**src/rtl/lim_mem_req_ctrl_if.sv**
```systemverilog
// lim_mem_req_ctrl_if: bundles the core-side request/response handshake and
// the mem_datapath control/result signals of lim_mem_req_ctrl.
//   slave  : the request controller (takes core requests, drives datapath)
//   master : the environment (core issuing requests + datapath answering)
// Core side  : data_req_i/data_gnt_o, request fields, data_rvalid_o/rdata/err
// Datapath   : mem_en_ab_o strobe, held operand fields, mem_rdata_i/mem_rvalid_i
interface lim_mem_req_ctrl_if #(
    parameter int ADDR_WIDTH = 8
);
    logic                  data_req_i;
    logic                  data_gnt_o;
    logic [31:0]           data_addr_i;
    logic                  data_we_i;
    logic [3:0]            data_be_i;
    logic [31:0]           data_wdata_i;
    logic [7:0]            data_funct_i;
    logic [31:0]           data_mask_i;
    logic                  data_rvalid_o;
    logic [31:0]           data_rdata_o;
    logic                  data_err_o;

    logic                  mem_en_ab_o;
    logic [ADDR_WIDTH-1:0] mem_addr_o;
    logic [3:0]            mem_be_o;
    logic [31:0]           mem_wdata_o;
    logic                  mem_we_o;
    logic [31:0]           mem_mask_o;
    logic [7:0]            mem_funct_o;
    logic [31:0]           mem_rdata_i;
    logic                  mem_rvalid_i;

    modport slave (
        input  data_req_i, data_addr_i, data_we_i, data_be_i, data_wdata_i,
               data_funct_i, data_mask_i, mem_rdata_i, mem_rvalid_i,
        output data_gnt_o, data_rvalid_o, data_rdata_o, data_err_o,
               mem_en_ab_o, mem_addr_o, mem_be_o, mem_wdata_o, mem_we_o,
               mem_mask_o, mem_funct_o
    );

    modport master (
        output data_req_i, data_addr_i, data_we_i, data_be_i, data_wdata_i,
               data_funct_i, data_mask_i, mem_rdata_i, mem_rvalid_i,
        input  data_gnt_o, data_rvalid_o, data_rdata_o, data_err_o,
               mem_en_ab_o, mem_addr_o, mem_be_o, mem_wdata_o, mem_we_o,
               mem_mask_o, mem_funct_o
    );
endinterface

```
**src/rtl/lim_mem_req_ctrl.sv**
```systemverilog
// lim_mem_req_ctrl: request sequencer in front of the racetrack LiM datapath.
// Core requests are captured into a one-entry buffer, popped into an active
// register that drives the datapath operands, launched with a single-cycle
// en_ab strobe and completed on the rising edge of the datapath's level
// r_valid (or by timeout). Out-of-range addresses bypass the datapath and
// answer with an error. Responses are strictly in order.
// Ports:
//   clk_i  - system clock
//   rst_i  - asynchronous reset, active high
//   bus    - lim_mem_req_ctrl_if.slave (core handshake + datapath signals)
module lim_mem_req_ctrl #(
    parameter int ADDR_WIDTH     = 8,
    parameter int MAX_SIZE       = 256,
    parameter int TIMEOUT_CYCLES = 1024
) (
    input  logic            clk_i,
    input  logic            rst_i,
    lim_mem_req_ctrl_if.slave bus
);
    localparam logic [7:0] FUNCT_NONE = 8'h00;
    localparam int CNT_W = (TIMEOUT_CYCLES > 2) ? $clog2(TIMEOUT_CYCLES) : 1;
    localparam logic [CNT_W-1:0] CNT_LAST = CNT_W'(TIMEOUT_CYCLES - 1);

    typedef enum logic [1:0] {ST_IDLE, ST_ISSUE, ST_WAIT, ST_RESP} state_t;

    typedef struct packed {
        logic [ADDR_WIDTH-1:0] addr;
        logic                  we;
        logic [3:0]            be;
        logic [31:0]           wdata;
        logic [7:0]            funct;
        logic [31:0]           mask;
    } req_t;

    state_t     state_q, state_d;
    req_t       buf_q, act_q;
    logic       buf_valid_q, buf_oor_q;
    logic [CNT_W-1:0] cnt_q;
    logic       rvalid_q;
    logic [31:0] resp_data_q, resp_data_d;
    logic       resp_err_q, resp_err_d;
    logic       gnt, pop, cnt_clr, cnt_inc, resp_ld, rvalid_rise;

    // Reset also masks the grant so nothing is accepted while rst_i is high.
    assign gnt         = bus.data_req_i & ~buf_valid_q & ~rst_i;
    assign rvalid_rise = bus.mem_rvalid_i & ~rvalid_q;

    always_comb begin
        state_d     = state_q;
        pop         = 1'b0;
        cnt_clr     = 1'b0;
        cnt_inc     = 1'b0;
        resp_ld     = 1'b0;
        resp_err_d  = 1'b0;
        resp_data_d = '0;
        case (state_q)
            // RESP shares the pop decision with IDLE so a buffered request
            // launches without an idle bubble.
            ST_IDLE, ST_RESP: begin
                state_d = ST_IDLE;
                if (buf_valid_q) begin
                    pop = 1'b1;
                    if (buf_oor_q) begin
                        state_d    = ST_RESP;
                        resp_ld    = 1'b1;
                        resp_err_d = 1'b1;
                    end else begin
                        state_d = ST_ISSUE;
                    end
                end
            end
            ST_ISSUE: begin
                cnt_clr = 1'b1;
                state_d = ST_WAIT;
            end
            ST_WAIT: begin
                // A completion edge in the last allowed cycle still wins.
                if (rvalid_rise) begin
                    state_d     = ST_RESP;
                    resp_ld     = 1'b1;
                    resp_data_d = bus.mem_rdata_i;
                end else if (cnt_q == CNT_LAST) begin
                    state_d    = ST_RESP;
                    resp_ld    = 1'b1;
                    resp_err_d = 1'b1;
                end else begin
                    cnt_inc = 1'b1;
                end
            end
            default: state_d = ST_IDLE;
        endcase
    end

    always_ff @(posedge clk_i or posedge rst_i) begin
        if (rst_i) state_q <= ST_IDLE;
        else       state_q <= state_d;
    end

    // Capture and pop never coincide: grant requires an empty buffer, pop a full one.
    always_ff @(posedge clk_i or posedge rst_i) begin
        if (rst_i) begin
            buf_valid_q <= 1'b0;
            buf_oor_q   <= 1'b0;
            buf_q       <= '0;
        end else if (gnt) begin
            buf_valid_q <= 1'b1;
            buf_oor_q   <= {1'b0, bus.data_addr_i} >= 33'(MAX_SIZE);
            buf_q.addr  <= bus.data_addr_i[ADDR_WIDTH-1:0];
            buf_q.we    <= bus.data_we_i;
            buf_q.be    <= bus.data_be_i;
            buf_q.wdata <= bus.data_wdata_i;
            buf_q.funct <= bus.data_funct_i;
            buf_q.mask  <= bus.data_mask_i;
        end else if (pop) begin
            buf_valid_q <= 1'b0;
        end
    end

    // Out-of-range pops leave the datapath operands untouched.
    always_ff @(posedge clk_i or posedge rst_i) begin
        if (rst_i) begin
            act_q       <= '0;
            act_q.funct <= FUNCT_NONE;
        end else if (pop && !buf_oor_q) begin
            act_q <= buf_q;
        end
    end

    always_ff @(posedge clk_i or posedge rst_i) begin
        if (rst_i) begin
            cnt_q       <= '0;
            rvalid_q    <= 1'b0;
            resp_data_q <= '0;
            resp_err_q  <= 1'b0;
        end else begin
            rvalid_q <= bus.mem_rvalid_i;
            if (cnt_clr)      cnt_q <= '0;
            else if (cnt_inc) cnt_q <= cnt_q + 1'b1;
            if (resp_ld) begin
                resp_data_q <= resp_data_d;
                resp_err_q  <= resp_err_d;
            end
        end
    end

    assign bus.data_gnt_o    = gnt;
    assign bus.data_rvalid_o = (state_q == ST_RESP);
    assign bus.data_rdata_o  = (state_q == ST_RESP) ? resp_data_q : '0;
    assign bus.data_err_o    = (state_q == ST_RESP) & resp_err_q;

    assign bus.mem_en_ab_o = (state_q == ST_ISSUE);
    assign bus.mem_addr_o  = act_q.addr;
    assign bus.mem_be_o    = act_q.be;
    assign bus.mem_wdata_o = act_q.wdata;
    assign bus.mem_we_o    = act_q.we;
    assign bus.mem_mask_o  = act_q.mask;
    assign bus.mem_funct_o = act_q.funct;
endmodule

```
**src/flat_wrapper.sv**
```systemverilog
// flat-port wrapper written by rule: the top's interface ports become plain ports
module lim_mem_req_ctrl_flat 
#(
    parameter int ADDR_WIDTH     = 8,
    parameter int MAX_SIZE       = 256,
    parameter int TIMEOUT_CYCLES = 1024
)
  (clk_i, rst_i, bus_data_req_i, bus_data_addr_i, bus_data_we_i, bus_data_be_i, bus_data_wdata_i, bus_data_funct_i, bus_data_mask_i, bus_mem_rdata_i, bus_mem_rvalid_i, bus_data_gnt_o, bus_data_rvalid_o, bus_data_rdata_o, bus_data_err_o, bus_mem_en_ab_o, bus_mem_addr_o, bus_mem_be_o, bus_mem_wdata_o, bus_mem_we_o, bus_mem_mask_o, bus_mem_funct_o);
  lim_mem_req_ctrl_if #(.ADDR_WIDTH(ADDR_WIDTH)) bus_i ();
  input  logic clk_i;
  input  logic rst_i;
  input wire logic [$bits(bus_i.data_req_i)-1:0] bus_data_req_i;
  input wire logic [$bits(bus_i.data_addr_i)-1:0] bus_data_addr_i;
  input wire logic [$bits(bus_i.data_we_i)-1:0] bus_data_we_i;
  input wire logic [$bits(bus_i.data_be_i)-1:0] bus_data_be_i;
  input wire logic [$bits(bus_i.data_wdata_i)-1:0] bus_data_wdata_i;
  input wire logic [$bits(bus_i.data_funct_i)-1:0] bus_data_funct_i;
  input wire logic [$bits(bus_i.data_mask_i)-1:0] bus_data_mask_i;
  input wire logic [$bits(bus_i.mem_rdata_i)-1:0] bus_mem_rdata_i;
  input wire logic [$bits(bus_i.mem_rvalid_i)-1:0] bus_mem_rvalid_i;
  output wire logic [$bits(bus_i.data_gnt_o)-1:0] bus_data_gnt_o;
  output wire logic [$bits(bus_i.data_rvalid_o)-1:0] bus_data_rvalid_o;
  output wire logic [$bits(bus_i.data_rdata_o)-1:0] bus_data_rdata_o;
  output wire logic [$bits(bus_i.data_err_o)-1:0] bus_data_err_o;
  output wire logic [$bits(bus_i.mem_en_ab_o)-1:0] bus_mem_en_ab_o;
  output wire logic [$bits(bus_i.mem_addr_o)-1:0] bus_mem_addr_o;
  output wire logic [$bits(bus_i.mem_be_o)-1:0] bus_mem_be_o;
  output wire logic [$bits(bus_i.mem_wdata_o)-1:0] bus_mem_wdata_o;
  output wire logic [$bits(bus_i.mem_we_o)-1:0] bus_mem_we_o;
  output wire logic [$bits(bus_i.mem_mask_o)-1:0] bus_mem_mask_o;
  output wire logic [$bits(bus_i.mem_funct_o)-1:0] bus_mem_funct_o;
  assign bus_i.data_req_i = bus_data_req_i;
  assign bus_i.data_addr_i = bus_data_addr_i;
  assign bus_i.data_we_i = bus_data_we_i;
  assign bus_i.data_be_i = bus_data_be_i;
  assign bus_i.data_wdata_i = bus_data_wdata_i;
  assign bus_i.data_funct_i = bus_data_funct_i;
  assign bus_i.data_mask_i = bus_data_mask_i;
  assign bus_i.mem_rdata_i = bus_mem_rdata_i;
  assign bus_i.mem_rvalid_i = bus_mem_rvalid_i;
  assign bus_data_gnt_o = bus_i.data_gnt_o;
  assign bus_data_rvalid_o = bus_i.data_rvalid_o;
  assign bus_data_rdata_o = bus_i.data_rdata_o;
  assign bus_data_err_o = bus_i.data_err_o;
  assign bus_mem_en_ab_o = bus_i.mem_en_ab_o;
  assign bus_mem_addr_o = bus_i.mem_addr_o;
  assign bus_mem_be_o = bus_i.mem_be_o;
  assign bus_mem_wdata_o = bus_i.mem_wdata_o;
  assign bus_mem_we_o = bus_i.mem_we_o;
  assign bus_mem_mask_o = bus_i.mem_mask_o;
  assign bus_mem_funct_o = bus_i.mem_funct_o;
  lim_mem_req_ctrl #(.ADDR_WIDTH(ADDR_WIDTH), .MAX_SIZE(MAX_SIZE), .TIMEOUT_CYCLES(TIMEOUT_CYCLES)) u_core (.clk_i(clk_i), .rst_i(rst_i), .bus(bus_i));
endmodule
```
**config.mk**
```make
export PLATFORM = sky130hd
export DESIGN_NAME = lim_mem_req_ctrl_flat
export DESIGN_NICKNAME = d
export VERILOG_FILES = /design/src/rtl/lim_mem_req_ctrl_if.sv /design/src/rtl/lim_mem_req_ctrl.sv /design/src/flat_wrapper.sv
export SDC_FILE = /design/constraint.sdc
export NUM_CORES = 1
export LEC_CHECK = 0
export ABC_AREA = 1
export CORE_MARGIN = 2
export CORE_UTILIZATION = 47
export DETAILED_ROUTE_END_ITERATION = 7
export PLACE_DENSITY = 0.92
export SYNTH_ARGS = -nofsm -noshare
export SYNTH_HDL_FRONTEND = slang
export SYNTH_SLANG_ARGS = --single-unit
```
**constraint.sdc**
```tcl
create_clock -name clk_i -period 19.4 [get_ports clk_i]
set_input_delay 5.82 -clock clk_i [delete_from_list [all_inputs] [get_ports clk_i]]
set_output_delay 5.82 -clock clk_i [all_outputs]
set_load 0.01 [all_outputs]
```
# [Word level (Yosys, flattened, before mapping)]
# Index checks and enable logic that the tools add are counted.
[op_classes] n_addsub=1 n_lt_le_gt_ge=1 n_eq_ne=5 muxes=25 bitwise_logic=7 n_reduce_logical=6
[op_table] cell="2-to-1 mux 32 bit" n=3
[op_table] cell=">= comparator 32 x 9 -> 1 bit, second input constant" n=1
[op_table] cell="2-to-1 mux 10 bit" n=2
[op_table] cell="2-to-1 mux 1 bit" n=13
[op_table] cell="adder 10 x 1 -> 10 bit, second input constant" n=1
[op_table] cell="equality test 10 bit, second input constant" n=1
[op_table] cell="2-to-1 mux 2 bit" n=4
[op_table] cell="one-hot mux 2 bit (3 select lines)" n=1
[op_table] cell="bitwise AND 1 bit" n=4
[op_table] cell="equality test 2 bit, second input constant" n=2
[op_table] cell="one-hot mux 1 bit (2 select lines)" n=2
[op_table] cell="nonzero test 2 bit" n=2
[op_table] cell="inequality test 3 x 1 -> 1 bit, second input constant" n=1
[op_table] cell="inverter 1 bit" n=3
[op_table] cell="equality test 2 x 1 -> 1 bit, second input constant" n=1
[op_table] cell="logical NOT 2 bit" n=1
[op_table] cell="OR reduction 2 bit" n=1
[op_table] cell="logical AND 1 bit" n=1
[op_table] cell="logical NOT 1 bit" n=1
[totals] regBits=218 in_bits=145 output_inout_bits=121 word_cells=64

# [Logic depth before layout (Yosys ltp)]
# Gate-level depths: netlist of the first run.
[logic_depth] depth_word=6 ltp_mapped=11 mapped_depth_nobuf=10

# [Worst setup path before layout of the first run]
# No wires, ideal clock.
[synth_timing] kind="input to output" startpoint="input rst_i" endpoint="output bus_data_gnt_o" arrival_time_ns=11.721 t_required_ns=13.580 path_slack_ns=1.859 cell_stages=5 path_buffers=2 path_cell_list="inv_1 > nand3_1 > clkinv_1 > buf_2 > buf_2"
[synth_between] elab_chain_cells=2
[synth_rtl] item="start: declaration" line="flat_wrapper.sv:11" rtl="input logic rst_i;"
[synth_rtl] item="inverter 1 bit" line="lim_mem_req_ctrl.sv:45" rtl="assign gnt = bus.data_req_i & ~buf_valid_q & ~rst_i;"
[synth_rtl] item="bitwise AND 1 bit" line="lim_mem_req_ctrl.sv:45"
[synth_rtl] item="end: declaration" line="flat_wrapper.sv:21" rtl="output wire logic [$bits(bus_i.data_gnt_o)-1:0] bus_data_gnt_o;"
# No other way between the ends.

# [Final worst setup path of the first run]
# Ends and elaborated chain as after synthesis.

==> metrics.yaml, run 1 <==
fin_crit_ps: 14040
cp_max_fo: 76
drive_gt1_share_pct: 3.70
ctsResizeCount: 0
synth_edf_count: 0
clk_pin_slew_ps: 60
drtIter0Drc: 547
ys_seq_area_share_pct: 60.5
fin_cells: 1533
row_count: 50
ioPinCount: 266
syn_area_mm2: 0.00902
antenna_found_initial: 0
cts_root_buf: "clkbuf_16"
power_mw: 1.32
cts_buffer_depth: 3
vias: 7702
gr-total-overflow: 0
holdBufCountCts: 0
portBuffers: 265
grt_pass1_wl_um: 35900
cts.sinks: 218
max_freq_mhz: 71.2
insertedDiodeCount: 0
status: "finished clean"
synth_cell_types: 25
power_density_mw_per_mm2: 106
ys.flop_type: "dfrtp_1"
core_mm2: 0.0188
place_inst: 1494
start_util_pct: 48.1
ant_nets: 0
final_common_cell: "nand2_1"
n_fill_cell: 1410
drv_slew: 0
routed_wirelength_um: 22300
max_slew_margin_pct: 17.9
vias_per_cell: 5.02
grt_max_degree: 115
skew_ps: 22.9
die-area_mm2: 0.0203
grt_pass1_vias: 7634
syn_avg_cell_area_um2: 8.61
seqCellArea_mm2: 0.00546
hold_class: "flop to flop"
netlist_instances: 1047
setup_violations: 0
setup_ws_ps: 5360
drtPass1Iterations: 5
gr-usage-all-layers_pct: 21.5
cts_tree: "yes"
wl_per_cell_um: 14.5
syn_to_final_growth_pct: 38.2
async_flop_share_pct: 100
dp_hpwl_um: 14700
ys_ff_latch: 218
yosysWarningCount: 0
cts-htree-levels: 1
grt_setup_unrepaired: "false"
cts_buffers: 23
maxCapViolations: 0
p_leak_nw: 5.95
cts_setup_buffers: 0
pre_cts_ws_ps: 5350
tightest_slew_ps: 1230
critPathArrivalTime_ps: 8220
cp_data_required_time_ps: 13580
finalNetCount: 1434
worst-setup-path-type: "primary input to output pin"
mostFrequentLayoutCells: "nand2_1, clkdlybuf4s50_1, dfrtp_1"
gp_congestion: 0.795
critPathCaptureType: "output pin"
start_kind: "primary input"
synth_fp_nets: 1196
clk_latency_ps: 510
fin_crit_sh_pct: 72.3
ir_drop_uv: 61.9
die_y_um: 143
die_w_um: 143
hold_viol: 0
finalSetupTns_ps: 0
multi_input_area_mm2: 0.00280
drc_errors: 0
kinds of logic (layout without fill, tap and decap cells):
family,after synthesis,after routing,share of synthesized area (%)
and+or+nand+nor,445,445,19.6
DFF,218,218,60.5
xor gates and xnor gates,2,2,0.194
adders and majority gates,4,4,0.555
buffers and inverters,191,443,8.60
AOI/OAI and AO/OA,187,187,10.5
Yosys cell counts, types with 2 or more instances:
library cell,number,share of area [%]
buf_4,3,0.25
buf_2,20,1.1
nand2_4,2,0.25
nor2_1,56,2.3
ha_1,4,0.55
xor2_1,2,0.19
nand2_2,3,0.21
o21bai_1,3,0.25
clkbuf_1,31,1.3
a21oi_1,2,0.11
o21ai_0,180,10
dfrtp_1,218,60
nand2_1,333,14
inv_1,131,5.5
nand4_1,5,0.35
buf_6,3,0.37
clkinv_1,2,0.083
nand3_1,42,2.3
cell type report:
class	count	share of cell area (%)
multi-input cells	638	22.4
well taps	234	2.35
clock inverters	5	0.462
flip-flops and latches	218	43.8
inverters	134	4.12
clock buffers	34	5.27
repair buffers	270	21.6
worst max-delay path: stages:
cell and delay, ps:
clkdlybuf4s50_1 500, inv_8 370, nand3_1 290, inv_4 520, clkdlybuf4s50_1 660
report_power, final:
part / switching, mW / leakage [nW] / total, mW / internal, mW
logic: 0.192 / 2.72 / 0.298 / 0.106
clock network: 0.170 / 0.351 / 0.417 / 0.247
registers: 0.0427 / 2.88 / 0.601 / 0.559
metal layers:
metal  up-vias  wire length [um]  track usage, %
li1       3707                 -               -
met1      3598              8990            27.7
met2       337             10900            36.3
met3        60              1710            4.31
met4         0               665            7.71
met5         -                 0               0
per-stage QoR:
stage / utilization (%) / cell area (um2) / hold slack [ps]
floorplan: - / 9020 / 442
detailed placement: 62.6 / 11700 / 459
global placement: 62.6 / 11700 / 454
finish: 66.4 / 12500 / 471
global route: 66.4 / 12500 / 485
CTS: 66.4 / 12500 / 474
state kept, by name, summed over array words and instances, names as in the netlist:
signal,count
u_core.buf_oor_q,1
u_core.buf_q,85
u_core.buf_valid_q,1
u_core.bus.mem_addr_o,8
u_core.bus.mem_be_o,4
u_core.bus.mem_funct_o,8
u_core.bus.mem_mask_o,32
u_core.bus.mem_wdata_o,32
u_core.bus.mem_we_o,1
u_core.cnt_q,10
u_core.resp_data_q,32
u_core.resp_err_q,1
u_core.rvalid_q,1
u_core.state_q,2
final timing paths:
kind,from,end,slack (ps),cells after the start
max,rst_i,bus_data_gnt_o,5360,5
min,u_core.resp_data_q[12],u_core.resp_data_q[12],470,2
max reg2reg,u_core.state_q[0],u_core.bus.mem_wdata_o[29],16770,8
min reg2reg,u_core.resp_data_q[12],u_core.resp_data_q[12],470,2
max in group asynchronous,rst_i,u_core.resp_data_q[11],12290,3
min in group asynchronous,rst_i,u_core.buf_q[83],5770,2
Power figures use the tool's default switching activity.
==> run 2, diff against run 1 <==
clock period = 13.78 ns   (was 19.4 ns; I/O delays follow)
==> metrics.yaml, run 2 (synthesis results as in run 1) <==
rr_endpoint: "u_core.bus.mem_mask_o[5]"
cp_max_fo: 48
crit_slowest_cell: "clkinvlp_4"
ant_nets: 0
worstPathCellList: "clkdlybuf4s50_1 -> clkinvlp_4 -> nand3_1 -> inv_4 -> clkdlybuf4s50_1"
finalSetupTns_ps: 0
ioPinCount: 266
die-area_mm2: 0.0203
r2r_start: "u_core.state_q[0]"
critPathCaptureType: "output pin"
clk_latency_ps: 510
grt_setup_unrepaired: "false"
drtIter0Drc: 486
clk_pin_slew_ps: 60
combPwrFrac_pct: 22.2
tightest_slew_ps: 1190
setup_violations: 0
fin_crit_sh_pct: 77.3
cts_buffer_depth: 3
p_switching_uw: 590
maxCapViolations: 0
stdcell_area_mm2: 0.0126
start_util_pct: 48.1
p_sw_share_pct: 30.7
cts_buffers: 23
mostFrequentLayoutCells: "nand2_1, clkdlybuf4s50_1, dfrtp_1"
critPathArrivalTime_ps: 6520
fin_crit_ps: 10650
power.internal_mw: 1.33
largest_reg_flops: 85
die_y_um: 143
holdBufCountCts: 0
grt_max_degree: 126
gp_congestion: 0.808
status: "finished clean"
holdPathEnd: "u_core.resp_data_q[24]"
syn_to_final_growth_pct: 39.3
cp.depth: 5
cp_data_required_time_ps: 9650
vias_per_cell: 5.01
power_mw: 1.92
max_freq_mhz: 93.9
rrSetupSlack_ps: 11130
cts_root_buf: "clkbuf_16"
hold_viol: 0
insertedDiodeCount: 0
drv_slew: 0
ir_drop_uv: 107
cts_tree: "yes"
drtPass1Iterations: 5
n_fill_cell: 1427
vias: 7705
core_mm2: 0.0188
gr-total-overflow: 0
dp_hpwl_um: 15300
skew_ps: 19.3
start_kind: "primary input"
critical_path_buf_inv_count: 4
max_slew_margin_pct: 20.5
critPathTopFamily: "buffers and inverters"
grt_pass1_vias: 7516
portBuffers: 265
multi_input_area_mm2: 0.00280
cts_setup_buffers: 0
cts-htree-levels: 1
reg2reg_depth: 8
seqCellArea_mm2: 0.00546
cts.sinks: 218
seq_power_share_pct: 44.1
drc_errors: 0
crit_path_frequent_cell: "clkdlybuf4s50_1"
ctsResizeCount: 0
hold_class: "flop to flop"
clockPowerShare_pct: 33.7
row_count: 50
antenna_found_initial: 0
p_leak_nw: 6.00
wl_per_cell_um: 15.0
final_common_cell: "nand2_1"
worst-setup-path-type: "primary input to output pin"
grt_pass1_wl_um: 36400
worstHoldPathCells: 2
routed_wirelength_um: 23000
power_density_mw_per_mm2: 153
gr-usage-all-layers_pct: 22.2
finalNetCount: 1436
holdWs_ps: 474
die_w_um: 143
placed_area_mm2: 0.0118
holdCritStartpoint: "u_core.resp_data_q[24]"
drive_gt1_share_pct: 4.45
slowest_delay_ps: 590
top_register: "u_core.buf_q"
==> run 2: changes by cell type in the layout (fill, tap and decap cells not counted), sizes merged <==
cell,change
clkbuf,-7
inv,-1
clkinvlp,+3
bufinv,+3
buf,+2
clkinv,+5
==> run 2: per-stage QoR <==
stage | std cells | utilization [%] | setup WS [ps]
3_3_place_gp | 1496 | 62.6 | 3120
6_report | 1538 | 66.9 | 3130
4_1_cts | 1538 | 66.9 | 3040
5_1_grt | 1538 | 66.9 | 2870
2_1_floorplan | 1047 | - | 1000
3_5_place_dp | 1496 | 62.6 | 3040
==> run 2: layout make-up <==
type	instances	area share [%]
clock buffer	27	4.86
multi-input combinational	638	22.3
timing repair buffer	272	21.5
clock inverter	15	1.52
inverter	134	4.05
sequential	218	43.4
tap	234	2.33
==> run 2: worst register-to-register path, stage by stage (launching register included) <==
cell     delay (ps)
dfrtp_1         380
inv_1            70
ha_1            330
nand2_1          90
inv_1            70
nand2_4         350
buf_4           870
nand2_1         270
o21ai_0         140
==> run 2: per-layer routing <==
layer / vias up / track usage [%] / wire length [um]
li1: 3717 / - / -
met1: 3605 / 26.9 / 8920
met2: 334 / 38.0 / 11200
met3: 49 / 6.43 / 2170
met4: 0 / 7.87 / 680
met5: - / 0 / 0
==> run 2: worst max path at each step <==
stage / slack [ps] / startpoint / endpoint
6_report: 3130 / rst_i / bus_data_gnt_o
5_1_grt: 2870 / rst_i / bus_data_gnt_o
4_1_cts: 3040 / rst_i / bus_data_gnt_o
3_5_place_dp: 3040 / rst_i / bus_data_gnt_o
3_3_place_gp: 3120 / rst_i / bus_data_gnt_o
2_1_floorplan: 1000 / rst_i / bus_data_gnt_o
==> run 2: power by group through the flow <==
stage                     Combinational, mW  Sequential, mW  Clock [mW]
after floorplan                       0.299           0.840           0
after global placement                0.401           0.847           0
after detailed placement              0.421           0.856           0
after CTS                             0.428           0.846       0.662
after global routing                  0.483           0.861       0.692
final                                 0.426           0.847       0.647
==> patch 1: new RTL, settings of run 1 <==
Re-encode `state_t` (4 states) as one-hot, 4 bits wide.
--- a/src/rtl/lim_mem_req_ctrl.sv
+++ b/src/rtl/lim_mem_req_ctrl.sv
@@ -21,7 +21,7 @@
     localparam int CNT_W = (TIMEOUT_CYCLES > 2) ? $clog2(TIMEOUT_CYCLES) : 1;
     localparam logic [CNT_W-1:0] CNT_LAST = CNT_W'(TIMEOUT_CYCLES - 1);
 
-    typedef enum logic [1:0] {ST_IDLE, ST_ISSUE, ST_WAIT, ST_RESP} state_t;
+    typedef enum logic [3:0] {ST_IDLE = 4'b0001, ST_ISSUE = 4'b0010, ST_WAIT = 4'b0100, ST_RESP = 4'b1000} state_t;
 
     typedef struct packed {
         logic [ADDR_WIDTH-1:0] addr;
Function: same outputs for any inputs over 4 cycles, from zero or initial values and one cycle with rst_i high; so few cycles prove little.
==> patch 1 against run 1 <==
- die area decreased by 1.2%
- largest power group unchanged
- first-iteration DRC count down 19%
- area after synthesis shrank 1.2%
- routed wire length decreased by 0.58%
- power is 14% lower
- critical endpoint unchanged
- final area is 1.5% lower
- sequential cell count rose by 2
- largest cell class unchanged
- combinational power decreased by 41%
- setup slack got worse by 410 ps
==> patch 1: results (changes against run 1) <==
Floorplan
  • Std-Cell Core Area: 0.0186 sq mm (-0.67%)

Routing
  • WL final: 22100 microns (-0.58%)
  • Total vias in the final route: 7370 (-4.3%)
  • Ratio of routed vias to standard cells: 4.97 (-1.2%)

Critical path
  • Register-to-Register Setup Slack: 16260 ps (-510 ps)
  • Worst Reg2Reg Path Length in Cells: 7 (-1)
  • Worst Path Arrival: 8630 ps (+410 ps)

Logic synthesis
  • Post-synthesis net count: 1134 (-5.2%)
  • Mapped Avg Cell Area: 9.02 sq um (+4.7%)
  • Count of unique library cells instantiated by Yosys: 27 (+8.0%)
  • Share of the synthesized area in compound gates (AO/OA/AOI/OAI): 10.2% (-0.32 points)
  • Register area share after synthesis: 61.8% (+1.3 points)
  • Most instantiated cells after synthesis: nand2_1 (278), dfrtp_1 (219), inv_1 (138)
  • Share of Yosys cell area claimed by the top area cell type: 61.5% (+1.0 points)
  • Largest cells by area after synthesis: dfrtp_1 (62%), nand2_1 (12%), inv_1 (5.8%), o21ai_0 (4.9%), o21ai_1 (4.5%)
  • Post-synthesis share of cell area spent on full adders, half adders and majority gates: 0.140% (-0.41 points)

Worst hold path
  • Min-Delay Startpoint: u_core.bus.mem_mask_o[25]$_DFFE_PP0P_

STA
  • Remaining max-slew budget at the tightest pin: 27.1% (+9.2 points)
  • Worst hold slack: 487 ps (+16.2 ps)
  • Fraction of the cycle the final worst path needs: 74.5% (+2.1 points)
  • Largest clock skew in the final design: 12.4 ps (-10.6 ps)

Place
  • DP Cell Count: 1444 (-3.3%)
  • Worst setup slack after placement: 4870 ps (-479 ps)

Pwr
  • VDD IR-drop max: 0.0000638 V (+3.2%)
  • Leakage power: 0.00561 uW (-5.8%)

GRT
  • Largest net degree at the start of global routing: 138 (+20%)
  • Overall Global Routing Usage: 21.7% (+0.23 points)

Finish
  • Proportion of layout cells with a drive suffix above 1: 4.56% (+0.86 points)

Run status
  • Status: completed
patch 1: cells by family after synthesis:
logic type      count (synthesis)
compound gates                176
xor+xnor                        1
fa+ha+maj                       1
buf+inv                       189
flops                         220
simple gates                  401
patch 1: layout make-up:
cell class / count / area, sq um
clock buffer: 36 / 644
clock inverter: 4 / 23.8
fill: 1426 / 6370
inverter: 141 / 539
multi-input combinational: 579 / 2570
sequential: 220 / 5510
tap: 234 / 293
timing repair buffer: 270 / 2690
patch 1: per-layer routing:
| layer | global-route usage, % | wire (microns) | share of wire [%] |
|---|---|---|---|
| met5 | 0 | 13 | 0.059 |
| met4 | 8.32 | 846 | 3.8 |
| met3 | 5.33 | 1860 | 8.4 |
| met2 | 37.0 | 10700 | 48 |
| met1 | 26.9 | 8720 | 39 |
patch 1: power groups by stage:
stage          combinational, uW  clock (uW)  sequential, uW
3_5_place_dp                 174           0             565
2_1_floorplan                114           0             559
4_1_cts                      178         406             558
3_3_place_gp                 165           0             561
6_report                     177         397             557
5_1_grt                      202         425             564
==> patch 2: new RTL, flow settings as in run 1 <==
Without the edit above. `TIMEOUT_CYCLES` is set to 1024 in 2 places; all go to 512.
--- a/src/rtl/lim_mem_req_ctrl.sv
+++ b/src/rtl/lim_mem_req_ctrl.sv
@@ -11,7 +11,7 @@
 module lim_mem_req_ctrl #(
     parameter int ADDR_WIDTH     = 8,
     parameter int MAX_SIZE       = 256,
-    parameter int TIMEOUT_CYCLES = 1024
+    parameter int TIMEOUT_CYCLES = 512
 ) (
     input  logic            clk_i,
     input  logic            rst_i,
--- a/src/flat_wrapper.sv
+++ b/src/flat_wrapper.sv
@@ -3,7 +3,7 @@
 #(
     parameter int ADDR_WIDTH     = 8,
     parameter int MAX_SIZE       = 256,
-    parameter int TIMEOUT_CYCLES = 1024
+    parameter int TIMEOUT_CYCLES = 512
 )
   (clk_i, rst_i, bus_data_req_i, bus_data_addr_i, bus_data_we_i, bus_data_be_i, bus_data_wdata_i, bus_data_funct_i, bus_data_mask_i, bus_mem_rdata_i, bus_mem_rvalid_i, bus_data_gnt_o, bus_data_rvalid_o, bus_data_rdata_o, bus_data_err_o, bus_mem_en_ab_o, bus_mem_addr_o, bus_mem_be_o, bus_mem_wdata_o, bus_mem_we_o, bus_mem_mask_o, bus_mem_funct_o);
   lim_mem_req_ctrl_if #(.ADDR_WIDTH(ADDR_WIDTH)) bus_i ();
Behaviour: same outputs for any inputs over 10 cycles, from zero or initial values and one cycle with rst_i high; that may be too few to reach the edited logic, so the function may still have changed.
==> patch 2 against run 1 <==
- clock skew shrank 16 ps
- global-route usage grew 0.74 points
- power shrank 1.3%
- setup slack lost 100 ps
- routed wire length grew 0.20%
- clock power grew 4%
- final area shrank 0.17%
- die area shrank 0.53%
- first-iteration DRC count shrank 18%
- critical endpoint unchanged
- area after synthesis shrank 0.54%
- non-clock buffer count is the same
- sequential cell count shrank 1
==> patch 2: results (changes against run 1) <==
Finish
  • Layout net count: 1435 (+0.070%)
  • Proportion of layout cells with a drive suffix above 1: 3.92% (+0.22 points)

Routing
  • 1st-iter DRT viols: 450 (-18%)
  • Total vias in the final route: 7516 (-2.4%)
  • Met2 WL post-DR: 11100 microns (+1.9%)
  • Routed WL per cell: 14.5 microns (about the same)
  • Post-Route M1 WL: 8750 microns (-2.7%)
  • WL final: 22300 microns (+0.20%)

GRT
  • Largest net degree at the start of global routing: 109 (-5.2%)
  • Met1 GRT Util: 27.7% (-0.030 points)
  • First-pass GRT wire length: 36400 microns (+1.4%)
  • Global routing met2 resource utilization: 38.3% (+2.1 points)
  • Overall Global Routing Usage: 22.2% (+0.74 points)
  • Global-route track usage on met3: 5.01% (+0.71 points)

Pwr
  • Leakage power: 0.00612 uW (+2.8%)

Place
  • Gp weighted congestion: 0.774 (-2.7%)
  • Placed wire-length estimate after detailed placement: 15100 microns (+3.1%)
  • Worst setup slack after placement: 5270 ps (-84.5 ps)

STA
  • Worst hold slack: 470 ps (-0.422 ps)
  • Largest clock skew in the final design: 7.33 ps (-15.6 ps)
  • Tightest Pin Transition: 1180 ps (-54.8 ps)

Logic synthesis
  • Most instantiated cells after synthesis: nand2_1 (309), dfrtp_1 (217), inv_1 (164)
  • Post-synthesis net count: 1194 (-0.17%)
  • Mapped Avg Cell Area: 8.59 sq um (-0.26%)
  • Count of unique library cells instantiated by Yosys: 22 (-12%)
  • Largest cells by area after synthesis: dfrtp_1 (61%), nand2_1 (13%), o21ai_0 (8.0%), inv_1 (6.9%), nor2_1 (2.6%)

Run status
  • Status: completed

Critical path
  • Worst Path Arrival: 8320 ps (+100 ps)
  • Register-to-Register Setup Slack: 16710 ps (-60 ps)

Clock tree
  • Post-CTS resize count: 0 (unchanged)
[patch 2: cell types whose count changed after synthesis, sizes merged, moves of 4 or more]
cell / run 1 / this run
inv: 132 / 170
nand2: 338 / 310
clkbuf: 31 / 22
buf: 26 / 32
nand4: 5 / 1
nor2: 57 / 61
[patch 2: cells by family after synthesis]
group                    count (synthesis)  synth area share, %
flip-flops                             217                 60.5
AND/OR/NAND/NOR                        415                 18.2
AO/OA/AOI/OAI                          182                 10.3
buffers and inverters                  225                 10.3
adder cells (fa/ha/maj)                  5                0.697
[patch 2: path summary, 6_finish.rpt]
kind	from	endpoint	depth (start not counted)
max reg2reg	u_core.cnt_q[1]$_DFFE_PP0P_	u_core.resp_data_q[20]$_DFFE_PP0P_	11
max in group asynchronous	rst_i	u_core.resp_data_q[25]$_DFFE_PP0P_	3
min in group asynchronous	rst_i	u_core.bus.mem_mask_o[25]$_DFFE_PP0P_	2
min	u_core.resp_data_q[14]$_DFFE_PP0P_	u_core.resp_data_q[14]$_DFFE_PP0P_	2
min reg2reg	u_core.resp_data_q[14]$_DFFE_PP0P_	u_core.resp_data_q[14]$_DFFE_PP0P_	2
max	rst_i	bus_data_gnt_o	5
[patch 2: layout make-up]
class	count	area, sq um
fill	1428	6270
sequential	217	5430
timing repair buffer	270	2690
multi-input combinational	602	2620
inverter	171	652
clock buffer	32	649
tap	234	293
clock inverter	9	104
[patch 2: power breakdown]
group,internal [uW],switching (uW),total [uW]
Combinational,98.6,174,273
Sequential,554,39.1,593
Clock,260,173,434
[patch 2: stage by stage]
step / power (uW) / area [sq um]
finish: 1300 / 12400
global route: 1380 / 12400
CTS: 1310 / 12400
detailed placement: 870 / 11700
global placement: 851 / 11700
floorplan: 781 / 8970
